<file path="src/rtl/pueo_beam_threshold_v3.sv">
// Threshold stage for beamformer envelopes: NBEAM x NTHRESH comparators against
// double-buffered thresholds, with per-output masking and retrigger holdoff.
module pueo_beam_threshold_v3 #(
    parameter int NBEAM    = 2,
    parameter int NTHRESH  = 2,
    parameter int ENVBITS  = 17,
    parameter int THBITS   = 18,
    parameter int HOLDOFF  = 4,
    localparam int NOUT     = NBEAM * NTHRESH,
    localparam int ADDRBITS = (NOUT > 1) ? $clog2(NOUT) : 1
) (
    input  logic                       clk_i,
    input  logic                       rstn_i,
    input  logic [NBEAM*ENVBITS-1:0]   envelope_i,
    input  logic [ADDRBITS-1:0]        thresh_addr_i,
    input  logic [THBITS-1:0]          thresh_dat_i,
    input  logic                       thresh_wr_i,
    input  logic                       thresh_update_i,
    input  logic [NOUT-1:0]            mask_i,
    output logic [NOUT-1:0]            trigger_o,
    output logic                       trig_any_o,
    output logic                       pending_o
);

    localparam logic [ADDRBITS:0] NOUT_W    = (ADDRBITS + 1)'(NOUT);
    localparam logic [7:0]        HOLD_INIT = 8'(HOLDOFF);

    logic [NBEAM*ENVBITS-1:0] env_q;
    logic [NOUT-1:0]          trig_d;
    logic [NOUT-1:0]          trig_q;
    logic                     trig_any_q;
    logic                     pending_d;
    logic                     pending_q;
    logic                     wr_ok;

    // Out-of-range addresses are dropped entirely, including their effect on pending.
    assign wr_ok = thresh_wr_i && ({1'b0, thresh_addr_i} < NOUT_W);

    generate
        for (genvar gi = 0; gi < NOUT; gi++) begin : g_out
            localparam int BEAM = gi / NTHRESH;

            logic [THBITS-1:0] shadow_q;
            logic [THBITS-1:0] shadow_d;
            logic [THBITS-1:0] active_q;
            logic [THBITS-1:0] active_d;
            logic [THBITS-1:0] env_ext;
            logic [7:0]        hold_q;
            logic [7:0]        hold_d;
            logic              wr_sel;
            logic              hit;
            logic              fire;

            assign env_ext = THBITS'(env_q[BEAM*ENVBITS +: ENVBITS]);
            assign wr_sel  = wr_ok && (thresh_addr_i == ADDRBITS'(gi));
            assign hit     = env_ext > active_q;
            assign fire    = hit & ~mask_i[gi] & (hold_q == 8'd0);
            assign trig_d[gi] = fire;

            // Update copies the pre-write shadow, so a same-cycle write stays pending.
            always_comb begin
                shadow_d = shadow_q;
                active_d = active_q;
                hold_d   = hold_q;
                if (thresh_update_i) begin
                    active_d = shadow_q;
                end
                if (wr_sel) begin
                    shadow_d = thresh_dat_i;
                end
                if (fire) begin
                    hold_d = HOLD_INIT;
                end else if (hold_q != 8'd0) begin
                    hold_d = hold_q - 8'd1;
                end
            end

            always_ff @(posedge clk_i) begin
                if (!rstn_i) begin
                    shadow_q <= '1;
                    active_q <= '1;
                    hold_q   <= 8'd0;
                end else begin
                    shadow_q <= shadow_d;
                    active_q <= active_d;
                    hold_q   <= hold_d;
                end
            end
        end
    endgenerate

    always_comb begin
        pending_d = pending_q;
        if (wr_ok) begin
            pending_d = 1'b1;
        end else if (thresh_update_i) begin
            pending_d = 1'b0;
        end
    end

    always_ff @(posedge clk_i) begin
        if (!rstn_i) begin
            env_q      <= '0;
            trig_q     <= '0;
            trig_any_q <= 1'b0;
            pending_q  <= 1'b0;
        end else begin
            env_q      <= envelope_i;
            trig_q     <= trig_d;
            trig_any_q <= |trig_d;
            pending_q  <= pending_d;
        end
    end

    assign trigger_o  = trig_q;
    assign trig_any_o = trig_any_q;
    assign pending_o  = pending_q;

endmodule

</file>
<file path="config.mk">
export PLATFORM = sky130hd
export DESIGN_NAME = pueo_beam_threshold_v3
export DESIGN_NICKNAME = d
export VERILOG_FILES = /design/src/rtl/pueo_beam_threshold_v3.sv
export SDC_FILE = /design/constraint.sdc
export NUM_CORES = 1
export LEC_CHECK = 0
export BUFFER_PORTS_ARGS = -buffer_cell sky130_fd_sc_hd__buf_2
export CAP_MARGIN = 0
export CORE_UTILIZATION = 40
export CTS_BUF_LIST = sky130_fd_sc_hd__clkbuf_16
export DETAILED_ROUTE_END_ITERATION = 10
export SLEW_MARGIN = 10
export SYNTH_ARGS = -nofsm -noshare
export SYNTH_HDL_FRONTEND = slang
export SYNTH_SLANG_ARGS = --single-unit
</file>
<file path="constraint.sdc">
create_clock -name clk_i -period 2.68 [get_ports clk_i]
set_input_delay 0 -clock clk_i [delete_from_list [all_inputs] [get_ports clk_i]]
set_output_delay 0 -clock clk_i [all_outputs]
set_load 0.01 [all_outputs]
</file>
# After elaboration in Yosys (flattened, before gate mapping)

Index checks and enable logic that the tools add are counted.

Register bits after elaboration: 216
Output and inout bits: 6
Bits of input ports: 62
Word-level logic and storage cells: 77

Bitwise logic cells: 13
Muxes and demuxes: 10
$lt $le $gt $ge: 4
Reduce and logical (&&, ||, !) cells: 23
Add/subtract/negate cells: 4
Equality and inequality tests: 3

Operators with widths:

| cell                                                               | number |
|---|---|
| 17-bit by 18-bit greater-than comparator with 1-bit output         | 4 |
| 8-bit logical NOT                                                  | 4 |
| 8-bit nonzero test                                                 | 4 |
| 8-bit by 1-bit subtractor with 8-bit output, second input constant | 4 |
| 3-bit 2-to-1 mux                                                   | 8 |
| 2-bit nonzero test                                                 | 5 |
| 1-bit AND                                                          | 8 |
| 2-bit OR reduction                                                 | 4 |
| 1-bit NOT                                                          | 5 |
| 2-bit == test, second input constant                               | 2 |
| 1-bit logical AND                                                  | 4 |
| 4-bit OR reduction                                                 | 1 |
| 2-bit by 1-bit == test with 1-bit output, second input constant    | 1 |
| 2-bit logical NOT                                                  | 1 |
| 1-bit 2-to-1 mux                                                   | 2 |

# Logic depth before layout (Yosys ltp)

Word-level depth: 4
Mapped depth: 8
Mapped depth without buffers: 7

# Least setup slack after synthesis

No wires, ideal clock.

Path kind: register to register
From: register g_out[0].hold_q[0]
To: register g_out[0].hold_q[2]
Data required time: 2,620 ps
Arrival time: 2,161 ps
Period minus slack after synthesis: 2,220 ps
Path buffers: 1
Setup time: 60 ps
Setup slack: 460 ps
Cell stages (with the launch flop): 9
Cells stage by stage: dfxtp_1 > inv_1 > ha_1 > or3b_4 > or4b_1 > buf_2 > a311o_1 > a21oi_4 > o311a_1

Word-level cells in the longest chain between the ends: 3
Elaborated cells between the ends (all ways): 7
Classes of those cells: add/sub: 1; mux: 2; bitwise: 1; reduce/logical: 3

Ends and longest elaborated chain:

| item                                                                                    | RTL line | RTL |
|---|---|---|
| start: declaration                                                                      | 48       | `logic [7:0] hold_q;` |
| start signal: assignment                                                                | 86       | `hold_q <= hold_d;` |
| 8-bit by 1-bit subtractor with 8-bit output / 8-bit logical NOT (equally long branches) | 74, 57   |  |
| 3-bit 2-to-1 mux / 1-bit AND (equally long branches)                                    | 73, 57   |  |
| 3-bit 2-to-1 mux / 2-bit nonzero test (equally long branches)                           | --       |  |

Several ways; a longest one is shown, not always the timed one. The select of a mux whose other input is x is not followed.
A chain may end at the register's enable or synchronous reset.

# Worst setup path in the final report

Ends and elaborated chain as after synthesis.

==> metrics.md <==
| Metric | Value |
|---|---|
| HPWL after detailed placement | `15100 um` |
| Maximum fanout along the worst path | `6` |
| Global-route wire length before repair | `roughly 35000 um` |
| HP Start | `thresh_addr_i[1]` |
| Register area share after synthesis | `0.472` |
| RSZ-0062 raised after global routing | `no` |
| Initial DRC count | `432` |
| Most frequent cells in the layout | `nand2_1 (240), dfxtp_1 (216), inv_1 (91)` |
| Hold Worst Slack | `0.0308 ns` |
| Cell Pwr Density | `740 nW/um^2` |
| Yosys warning count | `0` |
| Period utilization | `0.901` |
| Vias in the first global route | `between 6000 and 7000` |
| Synthesized area per cell | `8.67 sq um` |
| Post-synth top area cell | `dfxtp_1` |
| Pwr Total | `between 8 and 9 mW` |
| Initial Util | `0.406` |
| CP Buf/Inv Count | `1` |
| Latest clock arrival within the worst-skew pair | `between 0.5 and 0.6 ns` |
| Placed Area | `9760 sq um` |
| TritonCTS Sinks | `between 200 and 250` |
| Leak | `5.41 nW` |
| Row count | `55` |
| M1 WL | `10600 um` |
| Top_reg_cell synth | `dfxtp_1` |
| Die Span Y | `153 um` |
| CP cell instances | `inv_1 > ha_1 > or3b_4 > or4b_1 > a311o_1 > a21oi_4 > o311a_1` |
| Worst path max stage delay | `approximately 0.62 ns` |
| Post-synth EDFFs | `0` |
| Distinct cell type count after synthesis | `48` |
| Fmax | `414 MHz` |
| Grt ovf | `0` |
| CP delay by family, top | `simple AND/OR/NAND/NOR gates` |
| Clk slew on worst S/H paths | `0.06 ns` |
| Vias | `7301` |
| Worst reg2reg startpoint | `g_out[0].hold_q[0]` |
| Mapped Cells | `1057` |
| Most common cell after layout, fill and taps aside | `nand2_1` |
| Gpl congestion | `just over 0.8` |
| Max cap viols | `0` |
| Met2 WL | `about 10000 um` |
| Pins Over Slew Limit | `0` |
| Setup_tns | `0 ns` |
| Total wire length | `21900 um` |
| CTS tree | `built` |
| Top area cells in the synthesized netlist | `dfxtp_1 (47%), ha_1 (9.8%), nand2_1 (9.8%)` |
| # diodes | `0` |
| Depth of the CTS H-tree | `1` |
| Finished Layout Cells | `1466` |
| First-pass DRT Iterations | `5` |
| Routed length per placed instance | `15.0 um` |
| ANT nets after route | `0` |
| PortBufs | `67` |
| I/O pins | `68` |
| Fill cells | `around 2200` |
| DRC violations left | `0` |
| VDD IR max | `between 0.4 and 0.5 mV` |
| Critical path startpoint category | `register` |
| Drt via density | `4.98` |
| Gr usage total | `0.187` |
| WS Path Type | `reg2reg` |
| Initial antenna violation count | `0` |
| Master of the slowest instance on the critical path | `or4b_1` |
| P&R area growth vs syn | `20.4%` |
| Synth top area share | `0.472` |
| Die width | `~150 um` |
| Layout Utilization | `0.489` |
| Core ar. | `22600 sq um` |
| Status | `completed` |
| Slew HR | `0.385` |
| CP Launch Point | `g_out[0].hold_q[0]` |
| Num CTS Buffers | `24` |
| #FFs+latches synth | `216` |
| Die ar. | `~24000 sq um` |
| CP Data Arrival Time | `2.86 ns` |
| Clock skew | `0.00579 ns` |
| Maximum clock path buffer count | `3` |
| Syn Nets | `between 1000 and 1500` |
| Clock root buffer master | `clkbuf_16` |
| Nets | `1297` |
| Final hold viol count | `0` |
| DR WL met3 | `slightly above 800 um` |
| Top routing layer used | `met4` |
| Req. time, crit path | `3.13 ns` |
| Place WS | `0.290 ns` |
| Mapped Area | `9170 sq um` |
| Hold Crit Class | `in2reg` |
| Tmin final | `about 2.4 ns` |
| Ys async rst share | `0` |
| Worst Tran Pin Value | `around 0.92 ns` |
| Crit end category | `register` |
| Worst setup margin | `0.264 ns` |
| Final setup viols | `0` |
| Final Cell Area | `11000 sq um` |
| Layout cells sized above 1 | `0.0965` |
| Placed insts | `~1400` |
| Largest net degree at the start of global routing | `87` |
==> cell usage after synthesis (all sizes together) (3+ instances only) <==
library cell,count
xor2,4
or3,3
a211oi,13
and2,42
ha,72
clkbuf,47
o31a,4
xnor2,7
dfxtp,216
or3b,4
nor3b,3
nand3,85
o211ai,64
o311a,4
inv,85
mux2i,11
a21oi,27
nand4b,4
o21a,6
a2111oi,3
nand2b,6
nand2,240
o31ai,7
o21ai,5
nor3,13
nor2,30
nor4,6
or4,3
nor2b,5
buf,6
nand4,12
==> routing by layer <==
metal | up-vias | track usage
li1 | 3802 | -
met1 | 3345 | 0.260
met2 | 126 | 0.307
met3 | 28 | 0.0261
met4 | 0 | 0.0429
met5 | - | 0
==> worst reg2reg max path: stages (launching register included) <==
cell and delay [ns]:
dfxtp_1 0.34, inv_1 0.07, ha_1 0.17, or3b_4 0.39
or4b_1 0.62, a311o_1 0.41, a21oi_4 0.18, o311a_1 0.18
==> layout make-up <==
type	count	area, sq um	share of cell area
flip-flops and latches	216	4320	0.392
multi-input cells	702	4320	0.392
repair buffers	133	1000	0.0910
clock buffers	25	626	0.0567
well taps	285	357	0.0323
inverters	86	323	0.0293
clock inverters	19	76.3	0.00692
==> path summary, 6_finish.rpt <==
kind | end | slack [ns] | cells past startpoint
max | g_out[0].hold_q[2] | 0.26 | 7
min reg2reg | g_out[3].shadow_q[17] | 0.46 | 2
max reg2reg | g_out[0].hold_q[2] | 0.26 | 7
min | g_out[2].shadow_q[0] | 0.03 | 5
==> cell families (layout without fill, tap and decap cells) <==
kind of cell             after synthesis  count (layout)  share of synthesized area
AND/OR/NAND/NOR                      463             463                      0.234
flip-flops                           216             216                      0.472
AO/OA/AOI/OAI                        145             145                      0.116
buffers and inverters                139             263                     0.0572
adder cells (fa/ha/maj)               72              72                     0.0983
XOR/XNOR                              11              11                     0.0105
multiplexers                          11              11                     0.0120
==> repair_timing <==
action	in CTS	in global routing
hold buffers	57	0
endpoints found under the hold margin	112	0
gates resized for setup	0	0
setup buffers	0	0
==> power by group <==
part           internal (mW)  switching [mW]  total, mW  leakage [nW]
combinational          0.707           0.810       1.52          3.26
sequential              3.52           0.201       3.72          1.78
clock                   1.67            1.26       2.93         0.370
total                   5.89            2.27       8.17          5.41
==> registers in the layout, summed over array words and instances, names as in the netlist <==
register / count
g_out.active_q: 72
g_out.shadow_q: 72
pending_o: 1
g_out.hold_q: 32
env_q: 34
trig_any_o: 1
trigger_o: 4
Power figures use the tool's default switching activity.
